`config.mk`:
```
export PLATFORM = sky130hd
export DESIGN_NAME = fetch_stage
export DESIGN_NICKNAME = d
export VERILOG_FILES = /design/src/rtl/fetch_stage.sv
export SDC_FILE = /design/constraint.sdc
export NUM_CORES = 1
export LEC_CHECK = 0
export ABC_AREA = 1
export BUFFER_PORTS_ARGS = -buffer_cell sky130_fd_sc_hd__buf_2
export CAP_MARGIN = 25
export CELL_PAD_IN_SITES_DETAIL_PLACEMENT = 1
export CELL_PAD_IN_SITES_GLOBAL_PLACEMENT = 1
export CORE_UTILIZATION = 35
export CTS_CLUSTER_DIAMETER = 30
export DETAILED_ROUTE_END_ITERATION = 10
export HOLD_SLACK_MARGIN = 0.05
export PLACE_DENSITY_LB_ADDON = 0.08
export RECOVER_POWER = 50
export SYNTH_ARGS = -nofsm -noshare
export SYNTH_HDL_FRONTEND = slang
export SYNTH_SLANG_ARGS = --single-unit
```
`constraint.sdc`:
```
create_clock -name clk -period 2.1 [get_ports clk]
set_clock_uncertainty 0.05 [all_clocks]
set_input_delay 0.105 -clock clk [delete_from_list [all_inputs] [get_ports clk]]
set_output_delay 0.105 -clock clk [all_outputs]
set_load 0.02 [all_outputs]
```
`src/rtl/fetch_stage.sv`:
```
// Fetch stage + IF/ID register: owns PC and next-PC select; InstrD/PCD follow PCF by one cycle.
// No handshake: StallF/StallD hold state, FlushD inserts a bubble, and redirects override StallF.
module fetch_stage #(
  parameter logic [31:0] RESET_PC = 32'h0000_0000,
  parameter int          CNT_W    = 16
) (
  input  logic             clk,
  input  logic             reset,
  input  logic             StallF,
  input  logic             StallD,
  input  logic             FlushD,
  input  logic             PCSrcWB,
  input  logic             BranchTakenE,
  input  logic [31:0]      ResultW,
  input  logic [31:0]      ALUResultE,
  input  logic [31:0]      InstrF,
  input  logic             CntClr,
  output logic [31:0]      PCF,
  output logic [31:0]      InstrD,
  output logic [31:0]      PCD,
  output logic [31:0]      PCPlus8D,
  output logic             ValidD,
  output logic             AlignErr,
  output logic [CNT_W-1:0] FetchCnt,
  output logic [CNT_W-1:0] StallCnt,
  output logic [CNT_W-1:0] FlushCnt
);

  localparam logic [CNT_W-1:0] CNT_MAX = '1;
  localparam logic [CNT_W-1:0] CNT_ONE = CNT_W'(1);

  logic        redirect;
  logic [31:0] rawTarget;
  logic        loadD;
  logic        stallEvt;

  // Writeback redirect belongs to the older instruction, so it beats Execute.
  assign redirect  = PCSrcWB | BranchTakenE;
  assign rawTarget = PCSrcWB ? ResultW : ALUResultE;
  assign loadD     = !FlushD && !StallD;
  assign stallEvt  = StallF && !redirect;
  assign PCPlus8D  = PCD + 32'd8;

  always_ff @(posedge clk) begin
    if (reset) begin
      PCF      <= RESET_PC;
      InstrD   <= '0;
      PCD      <= '0;
      ValidD   <= 1'b0;
      AlignErr <= 1'b0;
      FetchCnt <= '0;
      StallCnt <= '0;
      FlushCnt <= '0;
    end else begin
      if (redirect) begin
        PCF <= {rawTarget[31:2], 2'b00};
        if (|rawTarget[1:0]) AlignErr <= 1'b1;
      end else if (!StallF) begin
        PCF <= PCF + 32'd4;
      end

      if (FlushD) begin
        InstrD <= '0;
        PCD    <= '0;
        ValidD <= 1'b0;
      end else if (!StallD) begin
        InstrD <= InstrF;
        PCD    <= PCF;
        ValidD <= 1'b1;
      end

      if (CntClr) begin
        FetchCnt <= '0;
        StallCnt <= '0;
        FlushCnt <= '0;
      end else begin
        if (loadD && FetchCnt != CNT_MAX)    FetchCnt <= FetchCnt + CNT_ONE;
        if (stallEvt && StallCnt != CNT_MAX) StallCnt <= StallCnt + CNT_ONE;
        if (FlushD && FlushCnt != CNT_MAX)   FlushCnt <= FlushCnt + CNT_ONE;
      end
    end
  end

  // The hazard unit is expected never to raise both redirects together.
  assert property (@(posedge clk) disable iff (reset) !(PCSrcWB && BranchTakenE))
    else $warning("fetch_stage: PCSrcWB and BranchTakenE asserted together");

endmodule

```
* Yosys cells after proc, flatten, opt, wreduce, memory -nomap -nowiden
Index checks and enable logic that the tools add are counted.
** Storage, ports and cells
- Memories :: 0
- Bits in latches :: 0
- Memory bits (read-only) :: 0
- Logic and storage cells :: 35
- RAM bits :: 0
- Input port bits :: 104
- Register bits :: 146
** Operators by class
- Multiplexer cells :: 3
- Bitwise operators :: 1
- Multipliers :: 0
- Reduce and logical (&&, ||, !) cells :: 13
- Divide/modulo/power cells :: 0
- Eq/ne operators :: 4
- $add $sub $neg :: 5
- Order comparisons :: 0
- Shift operators :: 0
** Operator list (count)
- $mux W32 :: 3
- $add A16 B1 Y16 const B :: 3
- $ne A16 B16 Y1 const B :: 3
- $add A32 B3 Y32 const B :: 1
- $add A32 B4 Y32 const B :: 1
- $reduce_or A2 Y1 :: 4
- $logic_and A1 B1 Y1 :: 5
- $logic_not A1 Y1 :: 3
- $ne A2 B1 Y1 const B :: 1
- $reduce_and A2 Y1 :: 1
- $or A1 B1 Y1 :: 1

* Depth between registers and ports, before layout
- Word-level depth :: 4
- Gate-level depth with buffers :: 10
- Mapped depth without buffers :: 10

* Worst setup path after synthesis
OpenSTA, ideal clock, no wires.
- Path type :: register -> output
- From :: register PCD[4]
- To :: output port PCPlus8D[21]
- Data arrival time :: 1742 ps
- Cell stages (with the launch flop) :: 8
- Buffers on the path :: 0
- Required time :: 1945 ps
- Setup slack :: 203 ps
- Cells stage by stage :: dfxtp_1 -> ha_1 -> nand2_1 -> nor3_4 -> nand2_1 -> nor2_2 -> nand2_1 -> xnor2_1
** On the way
- Longest elaborated chain between the ends :: 1
** RTL lines
- from (decl) :: RTL line 20 : output logic [31:0] PCD,
- from (signal assigned) :: RTL line 48 : PCD <= '0;
- from (signal assigned) :: RTL line 64 : PCD <= '0;
- from (signal assigned) :: RTL line 68 : PCD <= PCF;
- $add A32 B4 Y32 :: RTL line 42 : assign PCPlus8D = PCD + 32'd8;
- to (decl) :: RTL line 21 : output logic [31:0] PCPlus8D,
No other way between the ends.

* Worst setup path in the final report
- From :: register PCD[15]
- To :: output port PCPlus8D[19]
Same word-level chain as after synthesis.

==> metrics.md <==
| Metric | Value |
|---|---|
| Chip width | 154 um |
| Total CTS buffers | 17 |
| WHS | 0.0810 ns |
| Share of layout cells above drive strength 1 | 24.5% |
| GRT overflow | 0 |
| Status | finished, violations left |
| Register area | 2870 um2 |
| H-tree levels | 4 |
| Max cap viols | 0 |
| DRT antenna net count | 0 |
| Vias per cell | 5.07 |
| Data arrival time of the worst path | 1.95 ns |
| Placed cells | 1763 |
| Area of the mapped netlist | 8070 um2 |
| Top FF cell, synth | dfxtp_1 |
| Die height | 154 um |
| Initial DRT Pass Iterations | 4 |
| VDD IR-drop max | 0.456 mV |
| Pwr Total | 7.16 mW |
| Ys async rst share | 0% |
| First-pass GRT wire length | 50300 um |
| Met1 usage | 32.2% |
| Syn avg cell area | 6.61 um2 |
| Fin crit share | 100% |
| PortBufs | 275 |
| Root buf cell | clkbuf_16 |
| Most Frequent Cell on Critical Path | inv_1 |
| Total die area | 23700 um2 |
| Synthesis-to-layout area growth | 44.2% |
| Req. time, crit path | 1.95 ns |
| Placer Congestion | 0.904 |
| Initial antenna violation count | 0 |
| Sw Share | 30.8% |
| Worst min path class | input port to flip-flop |
| Slew headroom | 17.1% |
| Total track usage | 26.7% |
| Max clock buf depth | 2 |
| Diode count | 0 |
| Top-area cell type share of the netlist area | 35.2% |
| Fin util | 51.4% |
| Pin count of the biggest net entering global routing | 67 |
| GR Util met2 | 47.1% |
| Clock Power Share | 44.6% |
| Kind of critical path | flip-flop to primary output |
| Seq pwr share | 40.6% |
| Final HPWL DP | 22200 um |
| CP max FO | 4 |
| Total Routed Length | 32100 um |
| RSZ-0062 raised after global routing | true |
| Setup ws final | -0.00395 ns |
| Synthesis warning total | 0 |
| M3 GR Usage | 4.71% |
| Final Instance Count excl. Fillers | 1904 |
| Top cells by area, synth | dfxtp_1, nand2_1, a21oi_1 |
| # setup viols final | 1 |
| Internal | 4.95 mW |
| Clock transition at path regs | 0.08 ns |
| Clk sink count | 142 |
| EDFF count, synth | 0 |
| Area occupied by multi-input gates | 4740 um2 |
| Vias in the first global route | 9617 |
| Cell taking the most area after synthesis | dfxtp_1 |
| Combinational Power Share | 14.8% |
| Gate Count Post-Synth | 1221 |
| Fin crit period | 2.10 ns |
| Filler instances | 3045 |
| CTS tree | built |
| Initial cell density of the core | 35.6% |
| Critical-path cell with the highest stage delay | dfxtp_2 |
| #FFs+latches synth | 142 |
| Vias | 9652 |
| Failing checks | negative setup slack |
| Pwr per Cell Area | 615 nW/um2 |
| Type of origin of the critical path | flip-flop |
| Clock Latency Late Sink | 0.43 ns |
| Drt wl/cell | 16.8 um |
| Io pins | 282 |
| Worst Setup End Kind | primary output |
| Max-slew violation count | 0 |
| Most used routing layer | met2 |
| Drc violations | 0 |
| Fmax | 475 MHz |
| Area after DPL | 9820 um2 |
| FP Rows | 55 |
| Initial DRC Count | 416 |
| Worst slew pin tran | 1.24 ns |
| Max incr delay on CP | 0.37 ns |
| Pleak | 5.00 nW |
| Placeable Area | 22600 um2 |
| Critical-path cell list | inv_1 > nor3_2 > inv_1 > nor3_1 > xor2_1 > buf_2 |
| Switch Pwr | 2.20 mW |
| # nets final | 1715 |
| Sequential element share of the synthesized area | 35.2% |
| Post-route cell area | 11600 um2 |
| Final count of hold timing violations | 0 |
| Synth unique cells | 39 |
-- layout make-up --
cell class | count | area share (%)
Timing Repair Buffer | 416 | 22.8
Clock inverter | 15 | 1.62
Inverter | 102 | 3.34
Sequential cell | 142 | 24.7
Tap cell | 285 | 3.06
Timing Repair inverter | 1 | 0.0430
Multi-Input combinational cell | 926 | 40.7
Clock buffer | 17 | 3.66
-- worst max-delay path, delay by kind of cell (launching register included) --
family	cells	cell delay, ns
buf+inv	3	0.45
flops	1	0.37
xor+xnor	1	0.18
simple gates	2	0.53
-- worst paths after layout --
path                               startpoint           end  slack (ns)  cells past startpoint
worst max register to register         PCF[3]       PCF[16]        0.24                      8
worst min register to register      InstrD[6]     InstrD[6]        0.42                      2
worst min-delay path            ALUResultE[1]      AlignErr        0.08                      5
worst max-delay path                  PCD[15]  PCPlus8D[19]      -0.004                      6
-- placed cells by master, fill, tap and decap left out, types with 15 or more instances in the layout --
cell           Yosys  routed
a21oi_1           96      96
nor2_1           119     113
nor2_2            13      15
xor2_1            28      28
o21ai_0           41      41
dfxtp_1          142     127
buf_2             10     217
nand4_1           20      20
inv_1            100      96
buf_4              8      49
xnor2_1           20      20
nand2_1          374     366
clkbuf_16          0      17
clkbuf_1          32      51
dlygate4sd3_1      0      95
a211oi_1          23      23
nand3_1           79      77
-- cell families (layout without fill, tap and decap cells) --
family | count (synthesis) | after routing | share of synthesized area (%)
compound gates | 206 | 206 | 15.1
xor+xnor | 48 | 48 | 5.21
fa+ha+maj | 5 | 5 | 0.775
buf+inv | 158 | 551 | 8.36
flops | 142 | 142 | 35.2
other cells | 1 | 6 | 0.0465
simple gates | 661 | 661 | 35.2
-- power by group through the flow --
stage / logic, mW / clock network [mW] / registers, mW
after global placement: 0.868 / 0 / 2.96
after floorplan: 0.401 / 0 / 3.05
after CTS: 1.04 / 3.26 / 2.91
after global routing: 1.15 / 3.35 / 2.92
after detailed placement: 0.878 / 0 / 2.97
final: 1.06 / 3.19 / 2.91
-- metal layers --
layer | wire [um] | vias up
li1 | - | 4768
met1 | 13700 | 4599
met2 | 16200 | 242
met3 | 1440 | 43
met4 | 730 | 0
met5 | 0 | -
-- sequential cells by signal (all words and copies together) (netlist names) --
register / flops
AlignErr: 1
FetchCnt: 16
FlushCnt: 16
InstrD: 32
PCD: 30
PCF: 30
StallCnt: 16
ValidD: 1
-- timing repair --
item	CTS	global route
setup buffers	3	10
hold buffers	95	0
pin swaps	5	8
gates resized for setup	32	41
endpoints found under the hold margin	63	0
cloned	0	1
endpoints found under the setup margin	16	17
-- cell usage after synthesis, types with 2 or more instances --
library cell,n
a211oi_1,23
a21oi_1,96
a21oi_2,8
a221oi_1,13
a22oi_1,10
a31oi_1,8
and2_1,3
buf_1,2
buf_2,10
buf_4,8
buf_6,3
clkbuf_1,32
dfxtp_1,142
ha_1,5
inv_1,100
inv_2,2
nand2_1,374
nand2_2,7
nand3_1,79
nand3_2,2
nand3b_1,6
nand4_1,20
nor2_1,119
nor2_2,13
nor2_4,5
nor3_1,22
nor3_4,2
nor3b_1,2
o21ai_0,41
o21ai_2,2
o21bai_1,4
or2_2,5
xnor2_1,20
xor2_1,28
-- metrics by stage --
stage	setup slack, ns	TNS (ns)
final	-0.00395	-0.00395
after global routing	-0.0893	-0.517
after CTS	-0.0111	-0.0111
after detailed placement	0.135	0
after global placement	0.248	0
after floorplan	0.203	0
Note: power is estimated with default switching activity, not from simulation.
